<file path="src/rtl/bcd_down_timer_if.sv">
// Control/status bundle for the BCD countdown timer.
// The master drives load, start, pause and load_val. The slave (the timer)
// returns the count and the status flags.
interface bcd_down_timer_if #(
    parameter int DIGITS = 2
);
    logic                  load;
    logic                  start;
    logic                  pause;
    logic [4*DIGITS-1:0]   load_val;
    logic [4*DIGITS-1:0]   q;
    logic                  busy;
    logic                  done;
    logic                  zero;

    modport master (
        output load, start, pause, load_val,
        input  q, busy, done, zero
    );

    modport slave (
        input  load, start, pause, load_val,
        output q, busy, done, zero
    );
endinterface

</file>
<file path="src/rtl/bcd_down_timer.sv">
// Multi-digit BCD countdown timer.
// Loads a start value and counts down one step per clk while running.
// It holds while paused and pulses done when the count reaches zero.
// With AUTO_RLD set, it reloads load_val at zero and keeps running.
// All outputs come from registers.
module bcd_down_timer #(
    parameter int DIGITS   = 2,
    parameter bit AUTO_RLD = 1'b0
) (
    input  logic             clk,
    input  logic             reset,
    bcd_down_timer_if.slave  tmr
);
    localparam int W = 4 * DIGITS;

    typedef enum logic [1:0] {
        IDLE  = 2'd0,
        RUN   = 2'd1,
        PAUSE = 2'd2,
        DONE  = 2'd3
    } state_t;

    state_t         state, state_n;
    logic [W-1:0]   q_r, q_n;
    logic           busy_r, done_r, zero_r;
    logic           done_n;
    logic [W-1:0]   load_san;

    // Clamp every nibble above 9 to 9, so the count always holds valid BCD.
    function automatic logic [W-1:0] sanitize(input logic [W-1:0] v);
        logic [W-1:0] r;
        r = '0;
        for (int k = 0; k < DIGITS; k++) begin
            r[4*k +: 4] = (v[4*k +: 4] > 4'd9) ? 4'd9 : v[4*k +: 4];
        end
        return r;
    endfunction

    // BCD decrement: digit k borrows only when every lower digit is 0.
    // A digit that borrows while at 0 wraps to 9.
    function automatic logic [W-1:0] bcd_dec(input logic [W-1:0] v);
        logic [W-1:0] r;
        logic         borrow;
        r      = v;
        borrow = 1'b1;
        for (int k = 0; k < DIGITS; k++) begin
            if (borrow) begin
                r[4*k +: 4] = (v[4*k +: 4] == 4'd0) ? 4'd9 : v[4*k +: 4] - 4'd1;
            end
            borrow = borrow & (v[4*k +: 4] == 4'd0);
        end
        return r;
    endfunction

    assign load_san = sanitize(tmr.load_val);

    // Next state and next count, with priority load > start > pause > count.
    always_comb begin
        // NOTE: every output of this block gets a default first, so no path leaves a latch behind.
        state_n = state;
        q_n     = q_r;
        done_n  = 1'b0;
        if (tmr.load) begin
            state_n = IDLE;
            q_n     = load_san;
        end else begin
            unique case (state)
                IDLE, DONE: begin
                    if (tmr.start) begin
                        if (q_r == '0) begin
                            state_n = DONE;
                            done_n  = 1'b1;
                        end else if (tmr.pause) begin
                            state_n = PAUSE;
                        end else begin
                            state_n = RUN;
                        end
                    end
                end
                RUN: begin
                    if (tmr.pause) begin
                        state_n = PAUSE;
                    end else if (q_r == W'(1) || q_r == '0) begin
                        // Terminal step: either reload and keep going, or stop at zero.
                        done_n = 1'b1;
                        if (AUTO_RLD) begin
                            q_n = load_san;
                        end else begin
                            q_n     = '0;
                            state_n = DONE;
                        end
                    end else begin
                        q_n = bcd_dec(q_r);
                    end
                end
                PAUSE: begin
                    if (!tmr.pause) state_n = RUN;
                end
                default: state_n = IDLE;
            endcase
        end
    end

    // State, count and status registers. A reset clears everything immediately.
    always_ff @(posedge clk or negedge reset) begin
        if (!reset) begin
            state  <= IDLE;
            q_r    <= '0;
            busy_r <= 1'b0;
            done_r <= 1'b0;
            zero_r <= 1'b1;
        end else begin
            // NOTE: non-blocking assignments, so every register samples pre-edge values.
            state  <= state_n;
            q_r    <= q_n;
            busy_r <= (state_n == RUN) || (state_n == PAUSE);
            done_r <= done_n;
            zero_r <= (q_n == '0);
        end
    end

    assign tmr.q    = q_r;
    assign tmr.busy = busy_r;
    assign tmr.done = done_r;
    assign tmr.zero = zero_r;
endmodule

</file>
<file path="src/flat_wrapper.sv">
// flat-port wrapper written by rule: the top's interface ports become plain ports
module bcd_down_timer_flat 
#(
    parameter int DIGITS   = 2,
    parameter bit AUTO_RLD = 1'b0
)
  (clk, reset, tmr_load, tmr_start, tmr_pause, tmr_load_val, tmr_q, tmr_busy, tmr_done, tmr_zero);
  bcd_down_timer_if #(.DIGITS(DIGITS)) tmr_i ();
  input  logic clk;
  input  logic reset;
  input wire logic [$bits(tmr_i.load)-1:0] tmr_load;
  input wire logic [$bits(tmr_i.start)-1:0] tmr_start;
  input wire logic [$bits(tmr_i.pause)-1:0] tmr_pause;
  input wire logic [$bits(tmr_i.load_val)-1:0] tmr_load_val;
  output wire logic [$bits(tmr_i.q)-1:0] tmr_q;
  output wire logic [$bits(tmr_i.busy)-1:0] tmr_busy;
  output wire logic [$bits(tmr_i.done)-1:0] tmr_done;
  output wire logic [$bits(tmr_i.zero)-1:0] tmr_zero;
  assign tmr_i.load = tmr_load;
  assign tmr_i.start = tmr_start;
  assign tmr_i.pause = tmr_pause;
  assign tmr_i.load_val = tmr_load_val;
  assign tmr_q = tmr_i.q;
  assign tmr_busy = tmr_i.busy;
  assign tmr_done = tmr_i.done;
  assign tmr_zero = tmr_i.zero;
  bcd_down_timer #(.DIGITS(DIGITS), .AUTO_RLD(AUTO_RLD)) u_core (.clk(clk), .reset(reset), .tmr(tmr_i));
endmodule
</file>
<file path="config.mk">
export PLATFORM = sky130hd
export DESIGN_NAME = bcd_down_timer_flat
export DESIGN_NICKNAME = d
export VERILOG_FILES = /design/src/rtl/bcd_down_timer_if.sv /design/src/rtl/bcd_down_timer.sv /design/src/flat_wrapper.sv
export SDC_FILE = /design/constraint.sdc
export NUM_CORES = 1
export LEC_CHECK = 0
export BUFFER_PORTS_ARGS = -buffer_cell sky130_fd_sc_hd__buf_2
export CAP_MARGIN = 30
export CORE_UTILIZATION = 45
export DETAILED_ROUTE_END_ITERATION = 6
export PLACE_DENSITY = 0.72
export SYNTH_ARGS = -nofsm -noshare
export SYNTH_HDL_FRONTEND = slang
export SYNTH_SLANG_ARGS = --single-unit
</file>
<file path="constraint.sdc">
create_clock -name clk -period 1.9 [get_ports clk]
set_input_delay 0.095 -clock clk [delete_from_list [all_inputs] [get_ports clk]]
set_output_delay 0.095 -clock clk [all_outputs]
set_load 0.005 [all_outputs]
</file>
## After elaboration in Yosys (flattened, before gate mapping)

Cells that the tools add are included.

| cells by class | value |
|---|---|
| $add $sub $neg | 2 |
| $lt $le $gt $ge | 2 |
| equality and inequality tests | 6 |
| mux-type cells | 23 |
| reduce and logical (&&, ||, !) cells | 8 |

Operators by type and width:

| kind | number |
|---|---|
| $mux W8 | 4 |
| $mux W4 | 5 |
| $logic_not A8 Y1 | 2 |
| $mux W2 | 7 |
| $eq A8 B1 Y1 const B | 1 |
| $gt A4 B4 Y1 const B | 2 |
| $logic_not A4 Y1 | 2 |
| $sub A4 B1 Y4 const B | 2 |
| $eq A2 B2 Y1 const B | 3 |
| $pmux W2 S3 | 1 |
| $mux W1 | 5 |
| $eq A2 B1 Y1 const B | 2 |
| $logic_not A2 Y1 | 1 |
| $logic_or A1 B1 Y1 | 2 |
| $pmux W1 S2 | 1 |
| $reduce_or A2 Y1 | 1 |

| storage, ports and cells | value |
|---|---|
| bits in registers | 13 |
| bits of input ports | 13 |

## Longest topological paths before layout

Gate-level depths: netlist of run 1.

| logic depth | value |
|---|---|
| word-level depth | 8 |
| gate-level depth with buffers | 8 |
| mapped depth without buffers | 7 |

## Least setup slack after synthesis of run 1

OpenSTA, ideal clock, no wires.

| timing path | value |
|---|---|
| path kind | reg2reg |
| from | reg u_core.q_r[0], in the netlist u_core.tmr.q[0] |
| to | reg u_core.zero_r, in the netlist u_core.tmr.zero |
| library setup time | 75 ps |
| arrival time | 2047 ps |
| required time | 1825 ps |
| slack | -223 ps |
| stages on the path, launching flop included | 9 |
| path through | dfrtp_1 -> inv_1 -> ha_1 -> or3b_1 -> buf_2 -> o211ai_2 -> nand3_2 -> or4b_1 -> nor3_2 |

| on the way | value |
|---|---|
| cells in the longest elaborated chain, start to end | 7 |
| elaborated cells between the ends (all ways) | 12 |
| classes of those cells | add/sub: 1; eq/ne: 1; mux: 6; reduce/logical: 4 |

Ends and longest elaborated chain:

| what | RTL line | RTL |
|---|---|---|
| start: declaration | bcd_down_timer.sv:24 | `logic [W-1:0] q_r, q_n;` |
| start signal: assignment | bcd_down_timer.sv:115 | `q_r <= q_n;` |
| $eq A8 B1 Y1 (tied with other cells) | bcd_down_timer.sv:83 | `end else if (q_r == W'(1) \|\| q_r == '0) begin` |
| $logic_or A1 B1 Y1 or $mux W4 (tied branches) | bcd_down_timer.sv:83, bcd_down_timer.sv:47 |  |
| $mux W8 * | bcd_down_timer.sv:83 |  |
| $mux W8 * | bcd_down_timer.sv:81 | `if (tmr.pause) begin` |
| $mux W8 * | bcd_down_timer.sv:67 | `unique case (state)` |
| $mux W8 * | bcd_down_timer.sv:63 | `if (tmr.load) begin` |
| net u_core.q_n[5] | bcd_down_timer.sv:24 |  |
| $logic_not A8 Y1 * | bcd_down_timer.sv:118 | `zero_r <= (q_n == '0);` |
| end signal: assignment | bcd_down_timer.sv:118 |  |
| end: declaration | bcd_down_timer.sv:25 | `logic busy_r, done_r, zero_r;` |

The timed path passes the listed nets; every way through them passes the cells marked *.

## Worst setup path in the final report of run 1

Ends and elaborated chain as after synthesis.

==> results of run 1 <==
==> worst max-delay path, cell delays in order, from the launching register on <==
cell and delay [ps]:
dfrtp_1 390, inv_2 80, ha_4 150, or3b_4 420, o211ai_2 160, nand3_2 100
or4b_4 520, nor3_2 120
==> logic make-up after synthesis <==
group	share of synthesized area (%)
flops	33.5
fa+ha+maj	7.69
compound gates	22.1
mux	1.15
simple gates	32.1
buf+inv	3.59
==> registers in the layout, indices dropped and copies added (netlist names) <==
register         count
u_core.tmr.busy      1
u_core.tmr.zero      1
u_core.tmr.q         8
u_core.tmr.done      1
u_core.state         2
==> timing repair <==
| item | in CTS | in global routing |
|---|---|---|
| setup buffers | 2 | 1 |
| gates cloned | 0 | 0 |
| hold buffers | 1 | 0 |
| hold endpoints to repair | 13 | 0 |
| setup endpoints to repair | 3 | 3 |
| pin swaps | 5 | 4 |
| gates resized for setup | 12 | 5 |
==> per-stage QoR <==
step                      hold WS [ps]  total power [mW]  std cells  worst slack [ps]  utilization [%]
final                             26.9              1.09        186              -118             69.8
after global routing              60.4              1.15        186              -171             69.8
after CTS                         30.1              1.06        185              -157             68.8
after detailed placement          1.54             0.828        178              -208             63.7
after global placement            1.33             0.811        178              -153             63.7
after floorplan                   -201             0.629        109              -209                -
==> worst max-delay path by stage <==
stage | cells after the start | from | slack [ps] | end
after floorplan | 8 | u_core.tmr.q[0]$_DFF_PN0_ | -210 | u_core.tmr.zero$_DFF_PN1_
after global placement | 7 | u_core.state[1]$_DFF_PN0_ | -150 | u_core.tmr.zero$_DFF_PN1_
after detailed placement | 7 | u_core.tmr.q[1]$_DFF_PN0_ | -210 | u_core.tmr.zero$_DFF_PN1_
after CTS | 7 | u_core.state[1]$_DFF_PN0_ | -160 | u_core.tmr.zero$_DFF_PN1_
after global routing | 7 | u_core.tmr.q[1]$_DFF_PN0_ | -170 | u_core.tmr.zero$_DFF_PN1_
final | 7 | u_core.tmr.q[0]$_DFF_PN0_ | -120 | u_core.tmr.zero$_DFF_PN1_
==> power groups by stage <==
stage	registers [mW]	logic (mW)	clock network, mW
4_1_cts	0.344	0.531	0.183
5_1_grt	0.354	0.606	0.191
3_5_place_dp	0.349	0.479	0
3_3_place_gp	0.348	0.463	0
6_report	0.348	0.555	0.184
2_1_floorplan	0.370	0.259	0
==> area by class of cell <==
class                           instances  area, sq um
Multi-Input combinational cell         87          676
Tap cell                               27         33.8
Timing Repair Buffer                   48          309
Inverter                                7         26.3
Sequential cell                        13          327
Clock buffer                            4         26.3
Fill cell                             178          604
==> cells in the final DEF (no fill, tap or decap), types with 2 or more instances in the layout <==
master	count
a21boi_0	2
a21oi_1	4
a32oi_1	2
buf_2	23
buf_4	23
clkbuf_4	3
dfrtp_1	12
ha_1	3
ha_4	2
inv_1	4
inv_2	3
nand2_1	9
nand2b_1	2
nand3_1	3
nand3_2	2
nand3b_1	3
nand4_1	3
nor2_1	6
nor2b_1	3
nor3_1	2
o21a_1	2
o21ai_0	6
or3b_4	2
or4b_4	2
==> routing by layer <==
metal | up-vias | wire length (um) | global-route usage [%]
met3 | 4 | 139 | 1.89
li1 | 513 | - | -
met5 | - | 0 | 0
met1 | 497 | 1200 | 32.6
met4 | 0 | 29 | 7.35
met2 | 40 | 1360 | 42.3
==> results.yml, run 1 <==
status:
  status: "complete, but fails checks"
  violations: "negative setup slack"
floorplan:
  io_pins: 24
  die_area_sq_mm: 0.00236
  dieHeight_um: 48.6
  rows: 16
  start_util_pct: 48.8
  die_width_um: 48.6
  coreArea_sq_mm: 0.00200
synthesis:
  yosys-top-cells-area: "dfrtp_1, ha_1, o21ai_0"
  syn_nets: 128
  yosysMostFrequentCell: "dfrtp_1"
  ys_ff_latch: 13
  seq_area_frac_synth_pct: 33.5
  netlist_area_sq_um: 976
  async_flop_share_pct: 100
  yosysWarnings: 0
  netlist.top_cell.by_area: "dfrtp_1"
  synth-main-ff-cell: "dfrtp_1"
  synth_area_per_cell_sq_um: 8.95
  yosys.cell_types.count: 50
  synth.top_cell.area_share_pct: 30.8
  synth_common_cells: "dfrtp_1, nand2_1, inv_1, o21ai_0"
  syn-instance-count: 109
  synth_edf_count: 0
placement:
  io_buffers: 23
  hpwl_mm: 2.06
  place_congestion: 0.907
  placed_cell_area_sq_mm: 0.00128
final_layout:
  nNetsFinal: 179
  drive_above_1_share_pct: 45.3
  design_area_sq_mm: 0.00140
  n_antenna_cell: 0
  area_delta_synth_final_pct: 43.2
worst_setup_path:
  critical_path.max_fanout: 5
  start_kind: "flip-flop"
  cp.required_ps: 2120
  reg2reg_from: "u_core.tmr.q[0]$_DFF_PN0_"
  endpoint_kind: "flip-flop"
  rrSetupSlack_ps: -120
  r2r-end: "u_core.tmr.zero$_DFF_PN1_"
  critPathKind: "flip-flop to flip-flop"
  reg2reg_depth: 7
  arrival_ps: 2240
grt:
  overflow: 0
  antenna_found_initial: 0
  grt_use_total_pct: 24.5
  grt_pass1_vias: 1020
  grt_max_degree: 16
  grt_pass1_wl_mm: 4.50
sta:
  report.final.setup_viol: 2
  setup_ws_ps: -118
  tightest_slew_ps: 349
  rsz0062_at_grt: "yes"
  slew_headroom_pct: 76.5
  report.final.slew_viol_count: 0
  hold_viol: 0
  max_clock_freq_ghz: 0.496
  setup-tns-final_ps: -202
  final.min_clock_period_ps: 2020
  clock_skew_ps: 6.94
  post-route-period-util_pct: 106
clock_network:
  ctsLongestPathBuffers: 2
  cts_buffers: 3
  cts_tree: "built"
  clk_latency_ps: 280
  htree_levels: 1
  clkSlewWorstSetupHoldPaths_ps: 90
  cts.sinks: 13
  root_buffer: "clkbuf_4"
detailed_routing:
  first_pass_iters: 4
  vias_per_cell: 5.67
  dr.first_iter.drc_count: 41
  ant_nets: 0
  drc: 0
  drt-total-wl_mm: 2.74
  vias: 1054
  wl_per_cell_um: 14.7
pwr:
  power_per_cell_area_mw_per_mm2: 778
  p_comb_share_pct: 51.1
  ir_worst_vdd_mv: 0.567
  leakage_nw: 0.656
  swShare_pct: 37.2
  power.switching_mw: 0.405
  seqPwrFrac_pct: 32.0
  p_int_mw: 0.683
  clockPowerShare_pct: 16.9
hold_path:
  whs_path_depth: 3
  hold_class: "input pin to flip-flop"
  min_from: "tmr_load_val[2]"
  holdPathEnd: "u_core.tmr.q[2]$_DFF_PN0_"
flow_run:
  maxCapViolCount: 0
Power figures use the tool's default switching activity.
==> run 2: changes to the inputs <==
- PLACE_DENSITY: 0.72 -> unset
- PLACE_DENSITY_LB_ADDON: unset -> 0.1
==> results.yml, run 2 (synthesis results as in run 1) <==
detailed_routing:
  drc: 0
  vias: 1080
  drt-met1-wl_mm: 1.32
  drt-total-wl_mm: 2.99
  top_layer: "met4"
  met3_length_um: 142
  ant_nets: 0
  dr.first_iter.drc_count: 39
  first_pass_iters: 4
  vias_per_cell: 5.71
  wl_met2_mm: 1.48
  wl_per_cell_um: 15.8
clock_network:
  cts_tree: "built"
  root_buffer: "clkbuf_4"
  cts_buffers: 3
  cts.sinks: 13
  clk_latency_ps: 290
  htree_levels: 1
  clkSlewWorstSetupHoldPaths_ps: 90
  ctsLongestPathBuffers: 2
sta:
  final.min_clock_period_ps: 2180
  tightest_slew_ps: 488
  rsz0062_at_grt: "yes"
  report.final.slew_viol_count: 0
  slew_headroom_pct: 67.1
  setup_ws_ps: -279
  post-route-period-util_pct: 115
  report.final.setup_viol: 4
  max_clock_freq_ghz: 0.459
  clock_skew_ps: 2.87
  setup-tns-final_ps: -451
  hold_viol: 0
worst_setup_path:
  critical_path.max_stage_delay_ps: 530
  cp.depth: 7
  reg2reg_depth: 7
  critical_path.max_fanout: 3
  critPathBufInv: 1
  endpoint_kind: "flip-flop"
  critPathKind: "flip-flop to flip-flop"
  arrival_ps: 2400
  start_kind: "flip-flop"
  worstPathCellList: "inv_2, ha_4, or4b_4, nor3_4, o31ai_4, or4b_4, nor3_2"
  cp.required_ps: 2120
  critPathTopFamily: "simple AND/OR/NAND/NOR gates"
  crit_top_cell: "or4b_4"
  cp_slowest_cell: "or4b_4"
final_layout:
  fillers: 162
  n_antenna_cell: 0
  largest_reg_flops: 8
  nNetsFinal: 182
  multi_input_area_sq_um: 689
  utilization_pct: 71.5
  regArea_sq_um: 327
  most-common-layout-cells: "buf_4, buf_2, dfrtp_1"
  area_delta_synth_final_pct: 46.7
  final_common_cell: "buf_4"
  drive_above_1_share_pct: 48.1
hold_path:
  whs_path_depth: 3
  hold_class: "input pin to flip-flop"
floorplan:
  start_util_pct: 48.8
  die_area_sq_mm: 0.00236
  dieHeight_um: 48.6
  die_width_um: 48.6
  coreArea_sq_mm: 0.00200
  rows: 16
  io_pins: 24
grt:
  overflow: 0
  antenna_found_initial: 0
  grt_pass1_wl_mm: 4.74
  grt_use_total_pct: 25.8
  grt_pass1_vias: 1008
  grt_max_degree: 16
flow_run:
  maxCapViolCount: 0
pwr:
  power_per_cell_area_mw_per_mm2: 784
  p_total_mw: 1.12
  leakage_nw: 0.674
  ir_worst_vdd_mv: 0.608
status:
  status: "complete, but fails checks"
  violations: "negative setup slack"
placement:
  post-place-ws_ps: -220
  io_buffers: 23
  hpwl_mm: 2.11
  place_congestion: 0.828
run 2: what timing repair did:
action	CTS	global route
endpoints found under the hold margin	13	0
setup endpoints to repair	3	5
gates resized for setup	7	10
pin swaps	2	5
hold buffers	1	0
setup buffers	1	2
run 2: per-stage QoR:
stage	area (sq um)	cells	hold slack, ps
3_5_place_dp	1300	181	1.74
3_3_place_gp	1300	181	3.73
4_1_cts	1370	187	24.0
5_1_grt	1430	189	36.4
6_report	1430	189	20.3
2_1_floorplan	985	109	-201
run 2: layout make-up:
class | instances | share of cell area [%]
Tap cell | 27 | 2.36
Inverter | 7 | 1.84
Sequential cell | 13 | 22.8
Multi-Input combinational cell | 87 | 48.2
Clock buffer | 3 | 1.57
Clock inverter | 1 | 0.350
Timing Repair Buffer | 51 | 22.9
run 2: routing by layer:
metal	vias to the layer above	GRT usage, %
li1	518	-
met1	521	35.8
met2	36	44.4
met3	5	2.20
met4	0	4.41
met5	-	0
run 2: power by group:
group	total (mW)	switching [mW]	internal [mW]
combinational	0.582	0.284	0.298
sequential	0.357	0.0375	0.319
clock	0.183	0.105	0.0783
total	1.12	0.426	0.696
run 2: worst paths after layout:
kind | from | to | slack (ps)
max reg2reg | u_core.state[1]$_DFF_PN0_ | u_core.tmr.zero$_DFF_PN1_ | -280
min reg2reg | u_core.tmr.q[5]$_DFF_PN0_ | u_core.tmr.q[5]$_DFF_PN0_ | 680
max | u_core.state[1]$_DFF_PN0_ | u_core.tmr.zero$_DFF_PN1_ | -280
min in group asynchronous | reset | u_core.tmr.q[2]$_DFF_PN0_ | 230
min | tmr_load_val[2] | u_core.tmr.q[2]$_DFF_PN0_ | 20
max in group asynchronous | reset | u_core.tmr.zero$_DFF_PN1_ | 1380
run 2: worst register-to-register path, cell delays in order, from the launching register on:
cell     delay (ps)
dfrtp_1         400
inv_2            90
ha_4            130
or4b_4          480
nor3_4          210
o31ai_4         100
or4b_4          530
nor3_2          180
